`src/rtl/gearbox_lock_ctrl_pkg.sv`:
```
// Shared definitions for the 64b/66b block-lock controller: state set,
// sync-header constants and parameter defaults.
package gearbox_lock_ctrl_pkg;

    localparam int SH_CNT_MAX_DEF  = 64;
    localparam int INVALID_MAX_DEF = 16;
    localparam int SLIP_WAIT_DEF   = 4;

    localparam logic [1:0] SH_SYNC_DATA = 2'b01;
    localparam logic [1:0] SH_SYNC_CTRL = 2'b10;

    typedef enum logic [2:0] {
        ST_LOCK_INIT = 3'd0,
        ST_RESET_CNT = 3'd1,
        ST_TEST_SH   = 3'd2,
        ST_GOOD_WIN  = 3'd3,
        ST_SLIP      = 3'd4,
        ST_SLIP_WAIT = 3'd5
    } lock_state_e;

    function automatic logic sh_is_valid(input logic [1:0] sh);
        return (sh == SH_SYNC_DATA) || (sh == SH_SYNC_CTRL);
    endfunction

endpackage

```
`src/rtl/gearbox_lock_ctrl_if.sv`:
```
// Gearbox-side signal bundle: header stream in, slip request and lock status out.
interface gearbox_lock_ctrl_if;
    logic        enable;
    logic        sh_valid;
    logic [1:0]  sh;
    logic        slip;
    logic        block_lock;
    logic [15:0] slip_cnt;
    logic        lock_loss;

    modport master (
        output enable, sh_valid, sh,
        input  slip, block_lock, slip_cnt, lock_loss
    );

    modport slave (
        input  enable, sh_valid, sh,
        output slip, block_lock, slip_cnt, lock_loss
    );
endinterface

```
`src/rtl/lock_rst_sync.sv`:
```
// Two-flop reset synchroniser: asserts asynchronously, releases on the
// second clock edge after rst_n rises.
module lock_rst_sync (
    input  logic clk,
    input  logic rst_n,
    output logic rst_sync_n
);
    logic [1:0] sync_reg;

    always_ff @(posedge clk or negedge rst_n) begin
        if (!rst_n) begin
            sync_reg <= 2'b00;
        end else begin
            sync_reg <= {sync_reg[0], 1'b1};
        end
    end

    assign rst_sync_n = sync_reg[1];
endmodule

```
`src/rtl/gearbox_lock_ctrl.sv`:
```
// Block-lock FSM for a 66-bit gearbox: hunts for header alignment by slipping,
// declares lock after a clean window and drops it on too many bad headers.
module gearbox_lock_ctrl
    import gearbox_lock_ctrl_pkg::*;
#(
    parameter int SH_CNT_MAX  = SH_CNT_MAX_DEF,
    parameter int INVALID_MAX = INVALID_MAX_DEF,
    parameter int SLIP_WAIT   = SLIP_WAIT_DEF
) (
    input logic                clk,
    input logic                rst_n,
    gearbox_lock_ctrl_if.slave bus
);
    localparam int SH_W   = $clog2(SH_CNT_MAX + 1);
    localparam int INV_W  = $clog2(INVALID_MAX + 1);
    localparam int WAIT_W = $clog2(SLIP_WAIT + 1);

    localparam logic [2:0] S_LOCK_INIT = 3'(ST_LOCK_INIT);
    localparam logic [2:0] S_RESET_CNT = 3'(ST_RESET_CNT);
    localparam logic [2:0] S_TEST_SH   = 3'(ST_TEST_SH);
    localparam logic [2:0] S_GOOD_WIN  = 3'(ST_GOOD_WIN);
    localparam logic [2:0] S_SLIP      = 3'(ST_SLIP);
    localparam logic [2:0] S_SLIP_WAIT = 3'(ST_SLIP_WAIT);

    logic rst_sync_n;

    lock_rst_sync u_rst_sync (
        .clk        (clk),
        .rst_n      (rst_n),
        .rst_sync_n (rst_sync_n)
    );

    logic [2:0]        state_reg, state_next;
    logic [SH_W-1:0]   sh_cnt_reg, sh_cnt_next;
    logic [INV_W-1:0]  invalid_cnt_reg, invalid_cnt_next;
    logic [WAIT_W-1:0] wait_cnt_reg, wait_cnt_next;
    logic              block_lock_reg, block_lock_next;
    logic              slip_reg, slip_next;
    logic              lock_loss_reg, lock_loss_next;
    logic [15:0]       slip_cnt_reg, slip_cnt_next;

    logic              word_bad;
    logic [SH_W-1:0]   sh_cnt_inc;
    logic [INV_W-1:0]  invalid_cnt_inc;
    logic [WAIT_W-1:0] wait_cnt_inc;

    assign word_bad        = !sh_is_valid(bus.sh);
    assign sh_cnt_inc      = sh_cnt_reg + 1'b1;
    assign invalid_cnt_inc = invalid_cnt_reg + INV_W'(word_bad);
    assign wait_cnt_inc    = wait_cnt_reg + 1'b1;

    always_comb begin
        state_next       = state_reg;
        sh_cnt_next      = sh_cnt_reg;
        invalid_cnt_next = invalid_cnt_reg;
        wait_cnt_next    = wait_cnt_reg;
        block_lock_next  = block_lock_reg;
        slip_next        = 1'b0;
        lock_loss_next   = 1'b0;
        slip_cnt_next    = slip_cnt_reg;

        if (!bus.enable) begin
            state_next      = S_LOCK_INIT;
            block_lock_next = 1'b0;
            lock_loss_next  = block_lock_reg;
        end else begin
            case (state_reg)
                S_LOCK_INIT: state_next = S_RESET_CNT;
                S_RESET_CNT: begin
                    sh_cnt_next      = '0;
                    invalid_cnt_next = '0;
                    state_next       = S_TEST_SH;
                end
                S_TEST_SH: begin
                    if (bus.sh_valid) begin
                        sh_cnt_next      = sh_cnt_inc;
                        invalid_cnt_next = invalid_cnt_inc;
                        // Slip is checked first so it wins when both limits land on one word.
                        if (word_bad && (invalid_cnt_inc >= INV_W'(INVALID_MAX) || !block_lock_reg)) begin
                            state_next      = S_SLIP;
                            slip_next       = 1'b1;
                            block_lock_next = 1'b0;
                            lock_loss_next  = block_lock_reg;
                            if (slip_cnt_reg != 16'hFFFF) begin
                                slip_cnt_next = slip_cnt_reg + 16'd1;
                            end
                        end else if (sh_cnt_inc == SH_W'(SH_CNT_MAX)) begin
                            if (invalid_cnt_inc == '0) begin
                                state_next      = S_GOOD_WIN;
                                block_lock_next = 1'b1;
                            end else begin
                                state_next = S_RESET_CNT;
                            end
                        end
                    end
                end
                S_GOOD_WIN: begin
                    block_lock_next = 1'b1;
                    state_next      = S_RESET_CNT;
                end
                S_SLIP: begin
                    wait_cnt_next = '0;
                    state_next    = S_SLIP_WAIT;
                end
                S_SLIP_WAIT: begin
                    // Headers are meaningless while the gearbox realigns; only count words.
                    if (bus.sh_valid) begin
                        wait_cnt_next = wait_cnt_inc;
                        if (wait_cnt_inc == WAIT_W'(SLIP_WAIT)) begin
                            state_next = S_RESET_CNT;
                        end
                    end
                end
                default: state_next = S_LOCK_INIT;
            endcase
        end
    end

    always_ff @(posedge clk or negedge rst_sync_n) begin
        if (!rst_sync_n) begin
            state_reg       <= S_LOCK_INIT;
            sh_cnt_reg      <= '0;
            invalid_cnt_reg <= '0;
            wait_cnt_reg    <= '0;
            block_lock_reg  <= 1'b0;
            slip_reg        <= 1'b0;
            lock_loss_reg   <= 1'b0;
            slip_cnt_reg    <= '0;
        end else begin
            state_reg       <= state_next;
            sh_cnt_reg      <= sh_cnt_next;
            invalid_cnt_reg <= invalid_cnt_next;
            wait_cnt_reg    <= wait_cnt_next;
            block_lock_reg  <= block_lock_next;
            slip_reg        <= slip_next;
            lock_loss_reg   <= lock_loss_next;
            slip_cnt_reg    <= slip_cnt_next;
        end
    end

    assign bus.slip       = slip_reg;
    assign bus.block_lock = block_lock_reg;
    assign bus.lock_loss  = lock_loss_reg;
    assign bus.slip_cnt   = slip_cnt_reg;

endmodule

```
`src/flat_wrapper.sv`:
```
// flat-port wrapper written by rule: the top's interface ports become plain ports
module gearbox_lock_ctrl_flat import gearbox_lock_ctrl_pkg::*;
#(
    parameter int SH_CNT_MAX  = SH_CNT_MAX_DEF,
    parameter int INVALID_MAX = INVALID_MAX_DEF,
    parameter int SLIP_WAIT   = SLIP_WAIT_DEF
)
  (clk, rst_n, bus_enable, bus_sh_valid, bus_sh, bus_slip, bus_block_lock, bus_slip_cnt, bus_lock_loss);
  gearbox_lock_ctrl_if bus_i ();
  input logic clk;
  input logic rst_n;
  input wire logic [$bits(bus_i.enable)-1:0] bus_enable;
  input wire logic [$bits(bus_i.sh_valid)-1:0] bus_sh_valid;
  input wire logic [$bits(bus_i.sh)-1:0] bus_sh;
  output wire logic [$bits(bus_i.slip)-1:0] bus_slip;
  output wire logic [$bits(bus_i.block_lock)-1:0] bus_block_lock;
  output wire logic [$bits(bus_i.slip_cnt)-1:0] bus_slip_cnt;
  output wire logic [$bits(bus_i.lock_loss)-1:0] bus_lock_loss;
  assign bus_i.enable = bus_enable;
  assign bus_i.sh_valid = bus_sh_valid;
  assign bus_i.sh = bus_sh;
  assign bus_slip = bus_i.slip;
  assign bus_block_lock = bus_i.block_lock;
  assign bus_slip_cnt = bus_i.slip_cnt;
  assign bus_lock_loss = bus_i.lock_loss;
  gearbox_lock_ctrl #(.SH_CNT_MAX(SH_CNT_MAX), .INVALID_MAX(INVALID_MAX), .SLIP_WAIT(SLIP_WAIT)) u_core (.clk(clk), .rst_n(rst_n), .bus(bus_i));
endmodule
```
`config.mk`:
```
export PLATFORM = sky130hd
export DESIGN_NAME = gearbox_lock_ctrl_flat
export DESIGN_NICKNAME = d
export VERILOG_FILES = /design/src/rtl/gearbox_lock_ctrl_pkg.sv /design/src/rtl/gearbox_lock_ctrl_if.sv /design/src/rtl/lock_rst_sync.sv /design/src/rtl/gearbox_lock_ctrl.sv /design/src/flat_wrapper.sv
export SDC_FILE = /design/constraint.sdc
export NUM_CORES = 1
export LEC_CHECK = 0
export ABC_CLOCK_PERIOD_IN_PS = 1770
export BUFFER_PORTS_ARGS = -buffer_cell sky130_fd_sc_hd__buf_2
export CORE_UTILIZATION = 50
export DETAILED_ROUTE_END_ITERATION = 16
export PLACE_DENSITY_LB_ADDON = 0.2
export SYNTH_ARGS = -nofsm -noshare
export SYNTH_HDL_FRONTEND = slang
export SYNTH_SLANG_ARGS = --single-unit
export TNS_END_PERCENT = 50
```
`constraint.sdc`:
```
create_clock -name clk -period 1.77 [get_ports clk]
set_clock_uncertainty 0.1 [all_clocks]
set_input_delay 0.0885 -clock clk [delete_from_list [all_inputs] [get_ports clk]]
set_output_delay 0.0885 -clock clk [all_outputs]
set_load 0.02 [all_outputs]
```
# ---- After elaboration in Yosys (flattened, before gate mapping)
# Cells that the tools add are included.
dict set report classes {
  add_sub_neg 4
  multipliers 0
  div 0
  order_cmp 1
  n_eq_ne 18
  shifts 0
  mux 28
  bitwise_logic 0
  n_reduce_logical 15
}
# operator n
set ops {}
lappend ops {{$mux W3} 7}
lappend ops {{$add A16 B1 Y16 const B} 1}
lappend ops {{$ne A16 B16 Y1 const B} 1}
lappend ops {{$pmux W3 S5} 1}
lappend ops {{$pmux W7 S2} 1}
lappend ops {{$mux W1} 13}
lappend ops {{$pmux W5 S2} 1}
lappend ops {{$eq A3 B3 Y1 const B} 3}
lappend ops {{$ne A4 B2 Y1 const B} 2}
lappend ops {{$reduce_and A4 Y1} 2}
lappend ops {{$add A7 B1 Y7 const B} 1}
lappend ops {{$eq A7 B7 Y1 const B} 1}
lappend ops {{$mux W7} 1}
lappend ops {{$eq A3 B2 Y1 const B} 2}
lappend ops {{$ne A3 B3 Y1 const B} 2}
lappend ops {{$pmux W3 S2} 1}
lappend ops {{$reduce_and A3 Y1} 2}
lappend ops {{$add A5 B1 Y5} 1}
lappend ops {{$ge A5 B5 Y1 const B} 1}
lappend ops {{$logic_not A5 Y1} 1}
lappend ops {{$mux W5} 1}
lappend ops {{$reduce_and A5 Y1} 1}
lappend ops {{$ne A2 B2 Y1 const B} 2}
lappend ops {{$reduce_bool A2 Y1} 2}
lappend ops {{other kinds (13)} 15}
dict set report word_totals {
  reg_bits 39
  latch_bits 0
  mem_bits_rw 0
  mem_bits_ro 0
  output_inout_bits 19
  mem_count 0
}

# ---- Depth between registers and ports, before layout
# Gate-level depths: netlist (run 1).
dict set report logic_depth {
  word_depth 11
  ltp_mapped 10
  depth_no_buf 9
}

# ---- By module
# Synthesis (run 1) repeated with hierarchy kept, for this count alone.
dict set report unflattened {
  cells_unflattened 202
  area_unflattened_um2 2072.0
}
# mod n_inst cells_each area_per_inst_um2 seq_area_each_um2
set modules_own_cells {}
lappend modules_own_cells {gearbox_lock_ctrl 1 199 2018.2 925.9}
lappend modules_own_cells {lock_rst_sync 1 3 53.8 50.0}

# ---- Worst setup path before layout (run 1)
# Ideal clock, no wire load.
dict set report synth_path {
  path_type {input-to-reg}
  start {in bus_sh[0]}
  end {reg u_core.slip_cnt_reg[15], in the netlist u_core.bus.slip_cnt[15]}
  setup_time_ps 125
  t_arrival_ps 1980
  required_time_ps 1545
  path_slack_ps -435
  stages 10
  path_buffers 1
  cell_sequence {xor2_1 inv_1 ha_1 ha_1 nand3_2 xor2_2 a211oi_2 buf_4 nand3_2 mux2_4}
}
dict set report synth_between {
  elab_chain_cells 8
}
# item line_no
set synth_rtl {}
lappend synth_rtl {{from (decl)} flat_wrapper.sv:14} ;# input wire logic [$bits(bus_i.sh)-1:0] bus_sh;
lappend synth_rtl {{$eq A2 B1 Y1 / $eq A2 B2 Y1 (equally long branches)} gearbox_lock_ctrl_pkg.sv:22} ;# return (sh == SH_SYNC_DATA) || (sh == SH_SYNC_CTRL);
lappend synth_rtl {{$logic_or A1 B1 Y1 (*)} gearbox_lock_ctrl_pkg.sv:22}
lappend synth_rtl {{$logic_not A1 Y1 (*)} gearbox_lock_ctrl.sv:47} ;# assign word_bad = !sh_is_valid(bus.sh);
lappend synth_rtl {{$add A5 B1 Y5} gearbox_lock_ctrl.sv:49} ;# assign invalid_cnt_inc = invalid_cnt_reg + INV_W'(word_bad);
lappend synth_rtl {{$ge A5 B5 Y1} gearbox_lock_ctrl.sv:79} ;# if (word_bad && (invalid_cnt_inc >= INV_W'(INVALID_MAX) || !block_lock_reg)) begin
lappend synth_rtl {{$logic_or A1 B1 Y1} gearbox_lock_ctrl.sv:79}
lappend synth_rtl {{$logic_and A1 B1 Y1 (*)} gearbox_lock_ctrl.sv:79}
lappend synth_rtl {{$reduce_and A5 Y1 (no source line) (*)} --}
lappend synth_rtl {{to (signal assigned)} gearbox_lock_ctrl.sv:137} ;# slip_cnt_reg <= slip_cnt_next;
lappend synth_rtl {{to (decl)} gearbox_lock_ctrl.sv:40} ;# logic [15:0] slip_cnt_reg, slip_cnt_next;
# Mark *: on every way between the ends. The rest lies on a longest branch, timed or not.
# A chain may end at the register's enable or synchronous reset.

# ---- Final worst setup path (run 1)
dict set report layout_path {
  start {reg u_core.invalid_cnt_reg[0]}
  end {reg u_core.block_lock_reg, in the netlist u_core.bus.block_lock}
}
dict set report layout_between {
  elab_chain_cells 8
}
# item line_no
set layout_rtl {}
lappend layout_rtl {{from (decl)} gearbox_lock_ctrl.sv:35} ;# logic [INV_W-1:0] invalid_cnt_reg, invalid_cnt_next;
lappend layout_rtl {{from (signal assigned)} gearbox_lock_ctrl.sv:132} ;# invalid_cnt_reg <= invalid_cnt_next;
lappend layout_rtl {{$add A5 B1 Y5 (*)} gearbox_lock_ctrl.sv:49}
lappend layout_rtl {{$ge A5 B5 Y1} gearbox_lock_ctrl.sv:79}
lappend layout_rtl {{$logic_or A1 B1 Y1} gearbox_lock_ctrl.sv:79}
lappend layout_rtl {{$logic_and A1 B1 Y1} gearbox_lock_ctrl.sv:79}
lappend layout_rtl {{$mux W1} gearbox_lock_ctrl.sv:79}
lappend layout_rtl {{$mux W1} gearbox_lock_ctrl.sv:75} ;# if (bus.sh_valid) begin
lappend layout_rtl {{$pmux W1 S2} gearbox_lock_ctrl.sv:67} ;# case (state_reg)
lappend layout_rtl {{$mux W1} gearbox_lock_ctrl.sv:62} ;# if (!bus.enable) begin
lappend layout_rtl {{to (signal assigned)} gearbox_lock_ctrl.sv:134} ;# block_lock_reg <= block_lock_next;
lappend layout_rtl {{to (decl)} gearbox_lock_ctrl.sv:37} ;# logic block_lock_reg, block_lock_next;
# Mark *: on every way between the ends. The rest lies on a longest branch, timed or not. The select of a mux whose other input is x is not followed.

==> results of run 1 <==
cell type report:
cell class / count / area share
tap: 50 / 0.0211
timing repair buffer: 76 / 0.178
clock inverter: 1 / 0.00169
multi-input combinational: 163 / 0.435
inverter: 6 / 0.00761
sequential: 39 / 0.331
clock buffer: 7 / 0.0258
metal layers:
metal / wire, um / share of wire / global-route usage
met3: 296 / 0.056 / 0.0617
met1: 2460 / 0.47 / 0.355
met4: 46 / 0.0088 / 0.0599
met5: 0 / 0 / 0
met2: 2450 / 0.47 / 0.370
power by group:
| part | switching [mW] | internal (mW) |
|---|---|---|
| combinational | 0.573 | 0.533 |
| sequential | 0.129 | 1.01 |
| clock | 0.297 | 0.277 |
| total | 0.999 | 1.82 |
per-stage QoR:
step / power, mW / setup WS [ps] / util / setup TNS, ps / hold slack, ps
2_1_floorplan: 1.71 / -162 / - / -1130 / -307
3_3_place_gp: 2.08 / -261 / 0.668 / -4480 / -227
3_5_place_dp: 2.11 / -316 / 0.668 / -5460 / -225
4_1_cts: 2.77 / -222 / 0.716 / -2940 / 15.0
5_1_grt: 3.00 / -322 / 0.724 / -5220 / 29.6
6_report: 2.82 / -264 / 0.724 / -3600 / 25.8
Yosys cell counts (all sizes together), types with 4 or more instances:
cell,number
a21oi,6
and3,7
dfrtp,39
ha,6
inv,6
nand2,22
nand3,18
nand4,8
nor2,11
nor2b,4
nor3,4
o21ai,17
xnor2,13
xor2,7
worst max-delay path, stage by stage, from the launching register on:
cell and delay (ps):
sky130_fd_sc_hd__dfrtp_1 400, sky130_fd_sc_hd__ha_4 160, sky130_fd_sc_hd__ha_4 140, sky130_fd_sc_hd__nand3_4 90, sky130_fd_sc_hd__xor2_4 200, sky130_fd_sc_hd__buf_4 160, sky130_fd_sc_hd__o311a_1 350, sky130_fd_sc_hd__a41oi_2 200
sky130_fd_sc_hd__o41ai_4 110
path summary, 6_finish.rpt:
kind,startpoint,end,slack (ps),cells after the start
max,u_core.invalid_cnt_reg[0],u_core.bus.block_lock,-260,8
min,rst_n,u_core.u_rst_sync.sync_reg[1],30,2
max reg2reg,u_core.invalid_cnt_reg[0],u_core.bus.block_lock,-260,8
min reg2reg,u_core.u_rst_sync.sync_reg[1],u_core.sh_cnt_reg[1],190,1
max in group asynchronous,u_core.u_rst_sync.sync_reg[1],u_core.bus.slip_cnt[0],1030,1
min in group clk,bus_enable,u_core.state_reg[2],120,4
logic make-up (layout without fill, tap and decap cells):
logic type      after synthesis  in the layout  synth area share
simple gates                 85             85             0.211
compound gates               48             48             0.173
flops                        39             39             0.449
xor+xnor                     20             20            0.0841
buf+inv                      12             90            0.0294
fa+ha+maj                     6              6            0.0346
mux                           3              3            0.0167
other cells                   1              1           0.00173
what timing repair did:
action	CTS	global route
hold buffers	1	0
resized for setup	14	10
pin swaps	7	7
endpoints found under the setup margin	20	26
hold endpoints to repair	2	0
buffers inserted	4	0
==> impl_metrics.py, run 1 <==
metrics = {
    "run_status": {
        "outcome": "finished, violations left",
        "violations": "setup timing",
    },
    "yosys": {
        "synth_area_sq_um": 2170,
        "synthesis.nets": 226,
        "synth_top_cells_by_area": "sky130_fd_sc_hd__dfrtp_1 45%, sky130_fd_sc_hd__xnor2_1 5.2%, sky130_fd_sc_hd__o21ai_0 3.9%",
        "yosysWarningCount": 0,
        "synth.ff_latch_count": 39,
        "yosysTopAreaCell": "sky130_fd_sc_hd__dfrtp_1",
        "area_share_of_the_largest_cell_type_after_synthesis": 0.449,
        "seq_area_frac_synth": 0.449,
        "post_synth_num_cell_types": 51,
        "synth-main-ff-cell": "sky130_fd_sc_hd__dfrtp_1",
        "synth_enable_flop_cells": 0,
        "asyncSetResetFlopFracSynth": 1.00,
        "syn-instance-count": 214,
        "post_synth.cell_area_avg_sq_um": 10.1,
    },
    "cts": {
        "clk_latency_ps": 280,
        "cts_sinks": 39,
        "cts.root.buffer_cell": "sky130_fd_sc_hd__clkbuf_8",
        "cts_buffer_depth": 2,
        "cts_tree": "built",
        "tritoncts.num_buffers": 5,
        "htreeDepth": 2,
        "clkSlewWorstSetupHoldPaths_ps": 80,
    },
    "sta": {
        "tightest_slew_ps": 548,
        "final.min_clock_period_ps": 2030,
        "grt_setup_unrepaired": "yes",
        "slew_viols_final": 0,
        "final-hold-violation-count": 0,
        "period_share": 1.15,
        "timing.final.setup_violations": 20,
        "fin_ws_ps": -264,
        "fmax_mhz": 492,
        "worst_slew_margin_rel": 0.632,
    },
    "global_route": {
        "grt_pass1_wl_um": 8390,
        "vias_in_the_first_global_route": 1801,
        "initial_antenna_violation_count": 0,
        "largest_net_degree_at_the_start_of_global_routing": 38,
        "all_layer_global_routing_usage": 0.246,
        "grt_overflow": 0,
    },
    "floorplan": {
        "num_io_pins": 25,
        "rows": 23,
        "floorplan.die.height_um": 67.9,
        "floorplan.die_area_sq_um": 4610,
        "die_x_um": 67.9,
        "start_util": 0.532,
        "standard_cell_core_area_sq_um": 4090,
    },
    "detailed_routing": {
        "vias_per_cell": 5.63,
        "postRouteAntennaNets": 0,
        "total_iterations_of_the_first_detailed_routing_run": 4,
        "finalWirelength_um": 5250,
        "drt-wirelength-per-cell_um": 15.4,
        "detail_route.iter0.violations": 106,
        "drc": 0,
        "route.vias.total": 1924,
    },
    "setup_path": {
        "cp-start-kind": "register",
        "critical_path.max_fanout": 6,
        "crit_path_category": "register to register",
        "timing.critical_path.to_type": "register",
        "worst_path_required_ps": 1830,
        "critical_path_arrival_ps": 2090,
    },
    "placement": {
        "dp_cells": 329,
        "buffer_ports.inserted": 24,
        "place_congestion": 0.882,
        "post-dp-hpwl_um": 3530,
        "post_place_instance_area_sq_um": 2730,
    },
    "final_layout": {
        "multi_input_comb_area_sq_um": 1290,
        "largest_reg_flops": 16,
        "final_cell_mix": "47 x sky130_fd_sc_hd__buf_4, 37 x sky130_fd_sc_hd__dfrtp_1, 24 x sky130_fd_sc_hd__buf_2",
        "final_net_count": 303,
        "fillers": 292,
        "final-instance-count-excl-fill": 342,
        "antenna_cells_inserted": 0,
        "area_growth_syn_to_layout_pct": 36.3,
        "ratio_of_cells_with_drive_above_1_in_the_final_layout": 0.404,
        "stdcell_area_sq_um": 2960,
        "final-seq-area_sq_um": 978,
        "layout.cells.most_common": "sky130_fd_sc_hd__buf_4",
    },
    "power_and_ir_drop": {
        "cellLeakagePower_nw": 1.38,
        "peak_vdd_ir_mv": 0.699,
        "power_density_over_the_cells_nw_per_um2": 953,
    },
    "min_path": {
        "min_path_type": "input port to async pin",
    },
    "flow_run": {
        "max-cap-violations": 0,
    },
}
Power figures use the tool's default switching activity.
==> run 2: changes to the inputs <==
- SKIP_CTS_REPAIR_TIMING: unset -> 1
- SLEW_MARGIN: unset -> 10
==> run 2 against run 1 <==
The flow still finishes with violations (setup timing). Wire length down 6.7%. Sequential share of layout area up 1.2 points. Hold slack about the same. Total power down 3.8%. Register-to-register slack about the same. Critical path depth unchanged. Clock power up 0.9%. Largest power group unchanged.
==> impl_metrics.py, run 2 (synthesis results as in run 1) <==
metrics = {
    "floorplan": {
        "num_io_pins": 25,
        "die_x_um": 67.9,
        "standard_cell_core_area_sq_um": 4090,
        "rows": 23,
        "floorplan.die_area_sq_um": 4610,
        "start_util": 0.532,
        "floorplan.die.height_um": 67.9,
    },
    "sta": {
        "fmax_mhz": 490,
        "slew_viols_final": 0,
        "grt_setup_unrepaired": "yes",
        "tightest_slew_ps": 494,
        "worst_slew_margin_rel": 0.668,
        "final.min_clock_period_ps": 2040,
        "fin_ws_ps": -272,
        "final-hold-violation-count": 0,
        "timing.final.setup_violations": 21,
        "period_share": 1.15,
    },
    "final_layout": {
        "final-seq-area_sq_um": 978,
        "stdcell_area_sq_um": 2860,
        "ratio_of_cells_with_drive_above_1_in_the_final_layout": 0.368,
        "largest_reg_flops": 16,
        "multi_input_comb_area_sq_um": 1230,
        "antenna_cells_inserted": 0,
        "area_growth_syn_to_layout_pct": 31.7,
        "fillers": 303,
        "layout.cells.most_common": "sky130_fd_sc_hd__buf_4",
        "final_net_count": 299,
        "finish.utilization": 0.700,
        "final_cell_mix": "46 x sky130_fd_sc_hd__buf_4, 37 x sky130_fd_sc_hd__dfrtp_1, 24 x sky130_fd_sc_hd__buf_2",
    },
    "placement": {
        "post_place_instance_area_sq_um": 2730,
        "buffer_ports.inserted": 24,
        "place_congestion": 0.882,
        "post-dp-hpwl_um": 3530,
    },
    "detailed_routing": {
        "vias_per_cell": 5.52,
        "drc": 0,
        "route.vias.total": 1866,
        "detail_route.iter0.violations": 83,
        "finalWirelength_um": 4900,
        "postRouteAntennaNets": 0,
        "total_iterations_of_the_first_detailed_routing_run": 4,
        "drt-wirelength-per-cell_um": 14.5,
    },
    "global_route": {
        "initial_antenna_violation_count": 0,
        "grt_pass1_wl_um": 8140,
        "grt_overflow": 0,
        "vias_in_the_first_global_route": 1727,
        "largest_net_degree_at_the_start_of_global_routing": 38,
        "all_layer_global_routing_usage": 0.238,
    },
    "setup_path": {
        "timing.critical_path.to_type": "register",
        "reg2regPathDepth": 8,
        "critical_path.max_fanout": 7,
        "critical_path_arrival_ps": 2110,
        "worst_path_required_ps": 1830,
        "regToRegEndpoint": "u_core.bus.slip_cnt[1]",
        "crit_path_category": "register to register",
        "reg2reg_setup_slack_ps": -270,
        "rr_startpoint": "u_core.invalid_cnt_reg[0]",
        "cp-start-kind": "register",
    },
    "cts": {
        "cts_sinks": 39,
        "cts_tree": "built",
        "cts_buffer_depth": 2,
        "tritoncts.num_buffers": 5,
        "clk_latency_ps": 280,
        "clkSlewWorstSetupHoldPaths_ps": 80,
        "cts.root.buffer_cell": "sky130_fd_sc_hd__clkbuf_8",
        "htreeDepth": 2,
    },
    "flow_run": {
        "max-cap-violations": 0,
    },
    "power_and_ir_drop": {
        "cellLeakagePower_nw": 1.35,
        "power_density_over_the_cells_nw_per_um2": 949,
        "peak_vdd_ir_mv": 0.710,
    },
    "run_status": {
        "violations": "setup timing",
        "outcome": "finished, violations left",
    },
    "min_path": {
        "min_path_type": "input port to async pin",
    },
}
==> run 2: cell count changes in the layout (fill, tap and decap cells not counted), sizes merged <==
cell	change
buf	-4
==> run 2: worst max-delay path by stage <==
stage,startpoint,end,slack (ps),depth (start not counted)
after floorplan,u_core.invalid_cnt_reg[0],u_core.bus.slip_cnt[15],-160,8
after global placement,bus_sh[0],u_core.bus.slip_cnt[11],-260,11
after detailed placement,bus_sh[0],u_core.bus.slip_cnt[1],-320,11
after CTS,u_core.invalid_cnt_reg[0],u_core.bus.slip_cnt[1],-260,8
after global routing,u_core.invalid_cnt_reg[0],u_core.bus.slip_cnt[1],-340,8
final,u_core.invalid_cnt_reg[0],u_core.bus.slip_cnt[1],-270,8
==> run 2: worst max-delay path, stage by stage, from the launching register on <==
cell and delay (ps):
sky130_fd_sc_hd__dfrtp_1 410, sky130_fd_sc_hd__ha_4 180, sky130_fd_sc_hd__ha_4 170, sky130_fd_sc_hd__nand3_4 100, sky130_fd_sc_hd__xor2_4 270, sky130_fd_sc_hd__a211oi_2 120, sky130_fd_sc_hd__buf_4 180, sky130_fd_sc_hd__nand2_1 80
sky130_fd_sc_hd__mux2_1 320
==> run 2: layout make-up <==
cell class,count,share of cell area
inverter,6,0.00787
tap,50,0.0219
multi-input combinational,163,0.430
timing repair buffer,72,0.170
clock inverter,1,0.00175
clock buffer,7,0.0267
sequential,39,0.342
==> run 2: per-layer routing <==
metal / part of all wire / routed length, um / global-route usage
met1: 0.50 / 2440 / 0.356
met2: 0.46 / 2240 / 0.358
met3: 0.038 / 188 / 0.0417
met4: 0.0059 / 29 / 0.0521
met5: 0 / 0 / 0
==> run 2: report_power, final <==
part	total (mW)	switching, mW	internal (mW)
registers	1.13	0.120	1.01
logic	1.00	0.525	0.476
clock network	0.579	0.302	0.277
total	2.71	0.947	1.77
==> run 2: per-stage QoR <==
stage	total power [mW]	std cells	setup TNS, ps	setup WS [ps]	hold WS [ps]
floorplan	1.71	214	-1130	-162	-307
global placement	2.08	329	-4480	-261	-227
detailed placement	2.11	329	-5460	-316	-225
CTS	2.69	337	-3820	-261	-525
global route	2.89	338	-5720	-344	33.1
finish	2.71	338	-3810	-272	25.9
==> run 3: changes to the inputs <==
- RECOVER_POWER: unset -> 100
==> run 3 against run 2 <==
The run still ends with setup timing left. Critical path depth unchanged. Global-route usage stayed put. Sequential share of layout area is 0.32 points higher. Core utilization fell by 0.64 points. Wire length increased by 0.16%. Flip-flop and latch count unchanged. First-iteration DRC count up 13%. Die area is the same. Cell count stayed put. Sequential power hardly changed. Total power decreased by 0.33%. Clock power about the same. Highest routed layer unchanged.
==> impl_metrics.py, run 3 (synthesis results as in run 1) <==
metrics = {
    "setup_path": {
        "cp-start-kind": "register",
        "critical_path.max_stage_delay_ps": 410,
        "worst_path_max_delay_cell": "sky130_fd_sc_hd__dfrtp_1",
        "critical_path_arrival_ps": 2110,
        "crit_path_category": "register to register",
        "critical_path.max_fanout": 7,
        "worst_path_required_ps": 1840,
        "timing.critical_path.max_delay_family": "flip-flops",
        "timing.critical_path.to_type": "register",
        "worstPathBufferInverterCount": 1,
        "critPathMostFrequentCell": "sky130_fd_sc_hd__ha_4",
        "worstPathCellList": "ha_4 -> ha_4 -> nand3_4 -> xor2_4 -> a211oi_2 -> buf_4 -> nand2_1 -> mux2_1",
    },
    "sta": {
        "period_share": 1.15,
        "fin_worst_hold_slack_ps": 22.1,
        "tightest_slew_ps": 925,
        "fin_ws_ps": -274,
        "worst_slew_margin_rel": 0.383,
        "final-hold-violation-count": 0,
        "fmax_mhz": 489,
        "final.min_clock_period_ps": 2040,
        "timing.final.setup_violations": 21,
        "grt_setup_unrepaired": "yes",
        "slew_viols_final": 0,
    },
    "power_and_ir_drop": {
        "power_density_over_the_cells_nw_per_um2": 954,
        "fin_total_pwr_mw": 2.70,
        "peak_vdd_ir_mv": 0.710,
        "cellLeakagePower_nw": 1.27,
    },
    "final_layout": {
        "layout.cells.most_common": "sky130_fd_sc_hd__buf_4",
        "fillers": 319,
        "largest_reg_flops": 16,
        "finish.utilization": 0.694,
        "antenna_cells_inserted": 0,
        "final_cell_mix": "45 x sky130_fd_sc_hd__buf_4, 37 x sky130_fd_sc_hd__dfrtp_1, 21 x sky130_fd_sc_hd__clkbuf_1",
        "final_net_count": 299,
        "ratio_of_cells_with_drive_above_1_in_the_final_layout": 0.302,
        "area_growth_syn_to_layout_pct": 30.5,
        "stdcell_area_sq_um": 2830,
    },
    "detailed_routing": {
        "vias_per_cell": 5.54,
        "highest-signal-layer": "met4",
        "routed-wl-met2_um": 2260,
        "drc": 0,
        "detail_route.iter0.violations": 94,
        "finalWirelength_um": 4910,
        "postRouteAntennaNets": 0,
        "route.layer.met1.wl_um": 2460,
        "total_iterations_of_the_first_detailed_routing_run": 4,
        "drt-wirelength-per-cell_um": 14.5,
        "met3WireLength_um": 167,
        "route.vias.total": 1873,
    },
    "floorplan": {
        "num_io_pins": 25,
        "floorplan.die.height_um": 67.9,
        "start_util": 0.532,
        "standard_cell_core_area_sq_um": 4090,
        "die_x_um": 67.9,
        "rows": 23,
        "floorplan.die_area_sq_um": 4610,
    },
    "cts": {
        "cts_buffer_depth": 2,
        "clk_latency_ps": 280,
        "cts.root.buffer_cell": "sky130_fd_sc_hd__clkbuf_8",
        "tritoncts.num_buffers": 5,
        "clkSlewWorstSetupHoldPaths_ps": 80,
        "cts_sinks": 39,
        "htreeDepth": 2,
        "cts_tree": "built",
    },
    "global_route": {
        "grt_overflow": 0,
        "vias_in_the_first_global_route": 1727,
        "grt_pass1_wl_um": 8140,
        "initial_antenna_violation_count": 0,
        "largest_net_degree_at_the_start_of_global_routing": 38,
        "all_layer_global_routing_usage": 0.238,
    },
    "flow_run": {
        "max-cap-violations": 0,
    },
    "placement": {
        "place_congestion": 0.882,
        "pre_cts_slack_ps": -316,
        "buffer_ports.inserted": 24,
        "post_place_instance_area_sq_um": 2730,
        "post-dp-hpwl_um": 3530,
    },
    "run_status": {
        "violations": "setup timing",
        "outcome": "finished, violations left",
    },
    "min_path": {
        "min_path_type": "input port to async pin",
    },
}
==> run 3: changes by cell type in the layout (fill, tap and decap cells not counted) <==
cell / before / now
sky130_fd_sc_hd__clkbuf_2: 0 / 1
sky130_fd_sc_hd__clkbuf_1: 2 / 21
sky130_fd_sc_hd__buf_4: 46 / 45
sky130_fd_sc_hd__buf_2: 24 / 5
==> run 3: cell type report <==
cell class	instances	area, sq um	area share
Tap cell	50	62.6	0.0221
Clock buffer	7	76.3	0.0269
Sequential cell	39	978	0.345
Inverter	6	22.5	0.00795
Multi-Input combinational cell	163	1230	0.434
Clock inverter	1	5.00	0.00177
Timing Repair Buffer	72	460	0.162
==> run 3: routing by layer <==
layer,up-vias,GRT usage
li1,925,-
met1,901,0.356
met2,43,0.358
met3,4,0.0417
met4,0,0.0521
met5,-,0
==> run 3: power by group <==
| group | total (mW) | switching, mW | leakage (nW) | internal [mW] |
|---|---|---|---|---|
| sequential | 1.13 | 0.121 | 0.526 | 1.01 |
| combinational | 0.992 | 0.526 | 0.701 | 0.466 |
| clock | 0.578 | 0.302 | 0.0422 | 0.277 |
==> run 3: path summary, 6_finish.rpt <==
| path | start | endpoint | slack (ps) | cells past startpoint |
|---|---|---|---|---|
| setup / recovery | u_core.invalid_cnt_reg[0] | u_core.bus.slip_cnt[1] | -270 | 8 |
| hold / removal | rst_n | u_core.u_rst_sync.sync_reg[1] | 20 | 2 |
| setup reg to reg | u_core.invalid_cnt_reg[0] | u_core.bus.slip_cnt[1] | -270 | 8 |
| hold reg to reg | u_core.u_rst_sync.sync_reg[0] | u_core.u_rst_sync.sync_reg[1] | 250 | 0 |
| max in group asynchronous | u_core.u_rst_sync.sync_reg[1] | u_core.bus.slip_cnt[0] | 580 | 1 |
| min in group clk | bus_enable | u_core.state_reg[2] | 120 | 4 |
==> run 3: per-stage QoR <==
step / instances / setup TNS (ps)
floorplan: 214 / -1130
global placement: 329 / -4480
detailed placement: 329 / -5460
CTS: 337 / -3820
global route: 338 / -5730
finish: 338 / -3730
